### config.mk
export PLATFORM = sky130hd
export DESIGN_NAME = pipeline_ctrl
export DESIGN_NICKNAME = d
export VERILOG_FILES = /design/src/rtl/pipe_ctrl_pkg.sv /design/src/rtl/pipeline_ctrl_hazard_detect.sv /design/src/rtl/pipeline_ctrl.sv
export SDC_FILE = /design/constraint.sdc
export NUM_CORES = 1
export LEC_CHECK = 0
export CELL_PAD_IN_SITES_DETAIL_PLACEMENT = 1
export CELL_PAD_IN_SITES_GLOBAL_PLACEMENT = 1
export CORE_MARGIN = 8
export CORE_UTILIZATION = 26
export DETAILED_ROUTE_END_ITERATION = 16
export GPL_ROUTABILITY_DRIVEN = 0
export PLACE_DENSITY_LB_ADDON = 0.1
export SLEW_MARGIN = 10
export SYNTH_ARGS = -nofsm -noshare
export SYNTH_HDL_FRONTEND = slang
export SYNTH_HIERARCHICAL = 1
export SYNTH_SLANG_ARGS = --single-unit
### constraint.sdc
create_clock -name clock -period 2.25 [get_ports clock]
set_input_delay 0.3375 -clock clock [delete_from_list [all_inputs] [get_ports clock]]
set_output_delay 0.3375 -clock clock [all_outputs]
set_load 0.05 [all_outputs]
### src/rtl/pipe_ctrl_pkg.sv
// ---------------------------------------------------------------------------
// pipe_ctrl_pkg
// Shared definitions for the pipeline stall/flush sequencer.
//   state_e     : sequencer FSM states (RUN, MEM_WAIT)
//   REG_ADDR_W  : architectural register index width
//   REG_X0      : index of the hard-wired zero register
// ---------------------------------------------------------------------------
package pipe_ctrl_pkg;

    localparam int REG_ADDR_W = 5;

    // Writes to x0 are discarded, so a load targeting x0 never creates a hazard.
    localparam logic [REG_ADDR_W-1:0] REG_X0 = '0;

    typedef enum logic {
        RUN      = 1'b0,
        MEM_WAIT = 1'b1
    } state_e;

endpackage

### src/rtl/pipeline_ctrl_hazard_detect.sv
// ---------------------------------------------------------------------------
// hazard_detect
// Purely combinational load-use detector. Flags the case where the instruction
// in ID reads a register that the load currently in EX has not yet produced.
// Ports:
//   id_rs1, id_rs2           : source register indices of the ID instruction
//   id_uses_rs1, id_uses_rs2 : ID instruction really reads rs1 / rs2
//   ex_rd                    : destination register of the EX instruction
//   ex_mem_read              : EX instruction is a load
//   load_use                 : load-use hazard present this cycle
// ---------------------------------------------------------------------------
module hazard_detect
    import pipe_ctrl_pkg::*;
(
    input  logic [REG_ADDR_W-1:0] id_rs1,
    input  logic [REG_ADDR_W-1:0] id_rs2,
    input  logic                  id_uses_rs1,
    input  logic                  id_uses_rs2,
    input  logic [REG_ADDR_W-1:0] ex_rd,
    input  logic                  ex_mem_read,
    output logic                  load_use
);

    logic rs1Match;
    logic rs2Match;

    assign rs1Match = id_uses_rs1 && (id_rs1 == ex_rd);
    assign rs2Match = id_uses_rs2 && (id_rs2 == ex_rd);

    // A load into x0 produces nothing the ID instruction could depend on.
    assign load_use = ex_mem_read && (ex_rd != REG_X0) && (rs1Match || rs2Match);

endmodule

### src/rtl/pipeline_ctrl.sv
// ---------------------------------------------------------------------------
// pipeline_ctrl
// Central stall/flush sequencer for the 5-stage pipeline. Drives the load
// enables and flush controls of the PC, IF/ID, ID/EX, EX/MEM and MEM/WB
// registers, resolving memory-wait stalls, taken branches and load-use
// hazards (in that priority order). Tracks memory-wait episodes and raises a
// sticky timeout flag when a wait reaches MEM_TIMEOUT cycles.
//
// Optional feature macro: PIPE_CTRL_PERF_EN adds the stall_cycles and
// flush_count performance counters (and the CNT_W parameter).
//
// Ports:
//   clock, reset                : rising-edge clock, synchronous active-high reset
//   id_rs1/id_rs2/id_uses_rs*   : ID-stage source operands
//   ex_rd, ex_mem_read          : EX-stage destination / load flag
//   ex_branch_taken             : taken branch/jump resolved in EX
//   mem_req, mem_ready          : data-memory handshake from MEM
//   *_en                        : pipeline register load enables
//   if_id_flush, id_ex_flush    : load a bubble into IF/ID, ID/EX
//   mem_wb_bubble               : MEM/WB loads a no-write bubble
//   stalled                     : PC is frozen this cycle
//   mem_timeout                 : sticky memory-wait timeout flag
//   stall_cycles, flush_count   : performance counters (PIPE_CTRL_PERF_EN)
// ---------------------------------------------------------------------------
module pipeline_ctrl
    import pipe_ctrl_pkg::*;
#(
    parameter int MEM_TIMEOUT = 16
`ifdef PIPE_CTRL_PERF_EN
    ,
    parameter int CNT_W = 32
`endif
) (
    input  logic                  clock,
    input  logic                  reset,
    input  logic [REG_ADDR_W-1:0] id_rs1,
    input  logic [REG_ADDR_W-1:0] id_rs2,
    input  logic                  id_uses_rs1,
    input  logic                  id_uses_rs2,
    input  logic [REG_ADDR_W-1:0] ex_rd,
    input  logic                  ex_mem_read,
    input  logic                  ex_branch_taken,
    input  logic                  mem_req,
    input  logic                  mem_ready,
    output logic                  pc_en,
    output logic                  if_id_en,
    output logic                  id_ex_en,
    output logic                  ex_mem_en,
    output logic                  mem_wb_en,
    output logic                  if_id_flush,
    output logic                  id_ex_flush,
    output logic                  mem_wb_bubble,
    output logic                  stalled,
    output logic                  mem_timeout
`ifdef PIPE_CTRL_PERF_EN
    ,
    output logic [CNT_W-1:0]      stall_cycles,
    output logic [CNT_W-1:0]      flush_count
`endif
);

    localparam int                WAIT_W   = $clog2(MEM_TIMEOUT + 1);
    localparam logic [WAIT_W-1:0] WAIT_MAX = WAIT_W'(MEM_TIMEOUT);
    localparam logic [WAIT_W-1:0] WAIT_ONE = WAIT_W'(1);

    state_e            state_q,       state_d;
    logic [WAIT_W-1:0] wait_cnt_q,    wait_cnt_d;
    logic              mem_timeout_q, mem_timeout_d;

    logic loadUse;
    logic memStall;

    hazard_detect u_hazard_detect (
        .id_rs1      (id_rs1),
        .id_rs2      (id_rs2),
        .id_uses_rs1 (id_uses_rs1),
        .id_uses_rs2 (id_uses_rs2),
        .ex_rd       (ex_rd),
        .ex_mem_read (ex_mem_read),
        .load_use    (loadUse)
    );

    // In RUN a stall needs an outstanding request; once waiting, the MEM
    // stage stays frozen until the memory reports completion, so mem_req is
    // no longer consulted.
    assign memStall = (state_q == RUN) ? (mem_req && !mem_ready) : !mem_ready;

    // State, wait counter and sticky timeout registers.
    always_ff @(posedge clock) begin
        if (reset) begin
            state_q       <= RUN;
            wait_cnt_q    <= '0;
            mem_timeout_q <= 1'b0;
        end else begin
            state_q       <= state_d;
            wait_cnt_q    <= wait_cnt_d;
            mem_timeout_q <= mem_timeout_d;
        end
    end

    // Next-state and Mealy output decode. The release cycle of a memory wait
    // falls through to the branch / load-use checks, so a hazard frozen
    // during the wait takes effect on that same cycle.
    always_comb begin
        state_d       = state_q;
        wait_cnt_d    = wait_cnt_q;
        mem_timeout_d = mem_timeout_q;
        pc_en         = 1'b1;
        if_id_en      = 1'b1;
        id_ex_en      = 1'b1;
        ex_mem_en     = 1'b1;
        mem_wb_en     = 1'b1;
        if_id_flush   = 1'b0;
        id_ex_flush   = 1'b0;
        mem_wb_bubble = 1'b0;

        if (reset) begin
            pc_en     = 1'b0;
            if_id_en  = 1'b0;
            id_ex_en  = 1'b0;
            ex_mem_en = 1'b0;
            mem_wb_en = 1'b0;
        end else if (memStall) begin
            pc_en         = 1'b0;
            if_id_en      = 1'b0;
            id_ex_en      = 1'b0;
            ex_mem_en     = 1'b0;
            mem_wb_bubble = 1'b1;
            state_d       = MEM_WAIT;
            if (wait_cnt_q != WAIT_MAX) begin
                wait_cnt_d = wait_cnt_q + WAIT_ONE;
            end
            if (wait_cnt_d == WAIT_MAX) begin
                mem_timeout_d = 1'b1;
            end
        end else begin
            state_d    = RUN;
            wait_cnt_d = '0;
            if (ex_branch_taken) begin
                if_id_flush = 1'b1;
                id_ex_flush = 1'b1;
            end else if (loadUse) begin
                pc_en       = 1'b0;
                if_id_en    = 1'b0;
                id_ex_flush = 1'b1;
            end
        end
    end

    assign stalled     = ~pc_en;
    assign mem_timeout = mem_timeout_q;

`ifdef PIPE_CTRL_PERF_EN
    logic [CNT_W-1:0] stall_cycles_q;
    logic [CNT_W-1:0] flush_count_q;

    // Free-running performance counters; they wrap naturally at 2^CNT_W.
    always_ff @(posedge clock) begin
        if (reset) begin
            stall_cycles_q <= '0;
            flush_count_q  <= '0;
        end else begin
            if (!pc_en) begin
                stall_cycles_q <= stall_cycles_q + CNT_W'(1);
            end
            if (if_id_flush) begin
                flush_count_q <= flush_count_q + CNT_W'(1);
            end
        end
    end

    assign stall_cycles = stall_cycles_q;
    assign flush_count  = flush_count_q;
`endif

endmodule

==> impl_metrics.json <==
{
  "status": "finished, final reports clean",
  "grt_pass1_wl_um": 3056,
  "rsz0062_at_grt": "no",
  "cts-htree-levels": 1,
  "clk_latency_ns": 0.25,
  "ctsHoldBuffers": 0,
  "worstSetupPathType": "in2out",
  "placed_area_um2": 997.2,
  "drc_errors": 0,
  "rr_endpoint": "mem_timeout",
  "crit_fanout": 2,
  "hold_viol": 0,
  "worstPathRequired_ns": 1.91,
  "synth.most_common_cell": "xor2_1",
  "fin_ws_ns": 0.06728,
  "slew_headroom_pct": 64.76,
  "synth_seq_cells": 7,
  "cp-endpoint": "if_id_en",
  "p_seq_share_pct": 31.2,
  "finalCriticalPeriod_ns": 2.183,
  "diodes": 0,
  "antenna_found_initial": 0,
  "design.core.area_mm2": 0.001962,
  "r2r-start": "wait_cnt_q[0]",
  "grt_max_degree": 7,
  "crit_family": "buffers and inverters",
  "syn-num-nets": 89,
  "worst_pin_slew_ns": 0.5269,
  "start_util_pct": 27.61,
  "hold_path_class": "reg2reg",
  "reg2reg_slack_ns": 0.75,
  "die_x_um": 61.65,
  "synth.avg_cell_area_um2": 8.465,
  "synth_cell_types": 26,
  "pin_count": 33,
  "synth_top_area_cell": "dfxtp_1",
  "dp_hpwl_um": 1716,
  "reg2reg_depth": 6,
  "power_density_mw_per_mm2": 397.4,
  "track_usage_pct": 11.19,
  "fillers": 238,
  "clock_path_buffers": 2,
  "clock.fmax_mhz": 458.1,
  "async_flop_share_pct": 0,
  "dr.pass1.iters": 2,
  "cts_root_buffer": "clkbuf_4",
  "netlist.area_leader.share_pct": 25.87,
  "met3_usage_pct": 3.340,
  "switching_share_pct": 31.90,
  "grt_overflow": 0,
  "hold_slack_ns": 0.4921,
  "synthTopCellsByArea": "dfxtp_1 26%, xor2_1 18%, inv_1 4.8%",
  "cts_tree": "yes",
  "fin_setup_tns_ns": 0,
  "worst-path-stages": 8,
  "power_frac_comb_pct": 41.4,
  "dp_slack_ns": -0.3784,
  "busiest_layer": "met2",
  "grt_pass1_vias": 687,
  "p_leak_nw": 0.4439,
  "switchingPower_w": 0.0001306,
  "crit_start": "ex_rd[2]",
  "ys.warnings.count": 6,
  "die_y_um": 61.65,
  "dr.first_iter.drc_count": 13,
  "end_kind": "output port",
  "final_max_slew_viol_count": 0,
  "synth_ff_type": "dfxtp_1",
  "area_growth_pct": 90.07,
  "multi_input_area_um2": 384.1,
  "cts_buffers": 3,
  "timing.final.crit_share_pct": 97.01,
  "design.die.area_mm2": 0.003800,
  "num_vias": 606,
  "fin_skew_ns": 0.001347,
  "finalSetupViolCount": 0,
  "final_area_mm2": 0.001030,
  "synthTopCellsByCount": "11 x xor2_1, 7 x dfxtp_1, 7 x inv_1, 7 x nor2_1, 5 x nand3_1",
  "vdd_drop_max_v": 0.0001657,
  "cts_sinks": 7,
  "synthCells": 64,
  "drv_cap": 0,
  "vias_per_cell": 4.626,
  "cp.arrival_ns": 1.85,
  "wirelength_um": 1906,
  "routedWlPerCell_um": 14.55,
  "drtAntennaViolNets": 0,
  "timing.critical_path.buf_inv": 4,
  "cpPeakStageDelay_ns": 0.52,
  "ff_latch_area_um2": 140.1,
  "cp_cell_sequence": "buf_8 -> or4_4 -> o21ai_2 -> a21oi_2 -> buf_4 -> a211oi_4 -> buf_6 -> buf_12",
  "clockPowerShare_pct": 27.3,
  "intPower_w": 0.0002786,
  "final_nets": 130,
  "cts.clk_slew.worst_paths_ns": 0.05,
  "drive_above_1_share_pct": 35.58,
  "startpoint_type": "primary input",
  "rows": 16,
  "grtUsageMet2_pct": 20.83,
  "synth_edf_count": 0,
  "seq_area_frac_synth_pct": 25.87,
  "crit_slowest_cell": "or4_4",
  "port_buffers": 32,
  "synthesis.area_um2": 541.8,
  "met1_usage_pct": 10.72
}
[per-layer routing]
layer  routed length (µm)  vias up  share of wire, %
li1                     -      294                 -
met1                  684      289                36
met2                 1109       21                58
met3                   86        2               4.5
met4                   25        0               1.3
met5                    0        -                 0
[power groups by stage]
| stage | Clock [W] | Combinational, W | Sequential (W) |
|---|---|---|---|
| 2_1_floorplan | 0 | 0.0000762 | 0.000130 |
| 6_report | 0.000112 | 0.000169 | 0.000128 |
| 3_5_place_dp | 0 | 0.000172 | 0.000130 |
| 5_1_grt | 0.000131 | 0.000179 | 0.000128 |
| 4_1_cts | 0.000118 | 0.000171 | 0.000128 |
| 3_3_place_gp | 0 | 0.000167 | 0.000130 |
[cell families (layout without fill, tap and decap cells)]
| logic type | Yosys count | count (layout) | synth area share [%] |
|---|---|---|---|
| simple gates | 21 | 21 | 22.17 |
| xor+xnor | 14 | 14 | 22.63 |
| buf+inv | 10 | 50 | 9.700 |
| compound gates | 7 | 7 | 9.235 |
| flops | 7 | 7 | 25.87 |
| mux | 3 | 3 | 5.774 |
| fa+ha+maj | 2 | 2 | 4.618 |
[cell usage in the layout (no fill, tap or decap), types with 2 or more instances in the layout]
cell	synthesis	final
buf_12	0	7
buf_2	0	2
buf_4	2	8
buf_6	1	2
clkbuf_2	0	3
clkbuf_4	0	3
clkdlybuf4s15_1	0	3
clkdlybuf4s50_1	0	10
dfxtp_1	7	7
dlygate4sd2_1	0	3
ha_1	2	2
inv_1	7	7
mux2i_1	2	2
nand3_1	5	5
nor2_1	7	7
nor4_2	1	2
xnor2_1	3	3
xor2_1	11	11
[how the worst min path moves through the flow]
| stage | slack (ns) | to | startpoint | depth (start not counted) |
|---|---|---|---|---|
| 2_1_floorplan | 0.52 | wait_cnt_q[4] | wait_cnt_q[4] | 2 |
| 3_3_place_gp | 0.46 | mem_timeout | mem_timeout | 1 |
| 3_5_place_dp | 0.49 | mem_timeout | mem_timeout | 1 |
| 4_1_cts | 0.50 | mem_timeout | mem_timeout | 1 |
| 5_1_grt | 0.52 | mem_timeout | mem_timeout | 1 |
| 6_report | 0.49 | mem_timeout | mem_timeout | 1 |
[sequential cells by signal, indices dropped and copies added, names as in the netlist]
name / count
state_q: 1
wait_cnt_q: 5
mem_timeout: 1
[cell type report]
type                       instances  area share (%)
timing repair buffer              39           40.70
multi-input combinational         47           37.30
sequential                         7           13.61
tap                               27           3.281
clock buffer                       4           2.552
inverter                           7           2.552
[per-stage QoR]
step / instances / util, % / total power (W)
after CTS: 131 / 52.55 / 0.0004168
final: 131 / 52.49 / 0.0004092
after floorplan: 64 / - / 0.0002063
after global routing: 131 / 52.49 / 0.0004379
after global placement: 126 / 50.83 / 0.0002976
after detailed placement: 126 / 50.83 / 0.0003026
[what timing repair did]
action / in CTS / in global routing
setup endpoints to repair: 4 / 4
resized for setup: 34 / 10
buffers inserted: 1 / 0
cloned: 0 / 0
pin swaps: 11 / 12
Note: power is estimated with default switching activity, not from simulation.
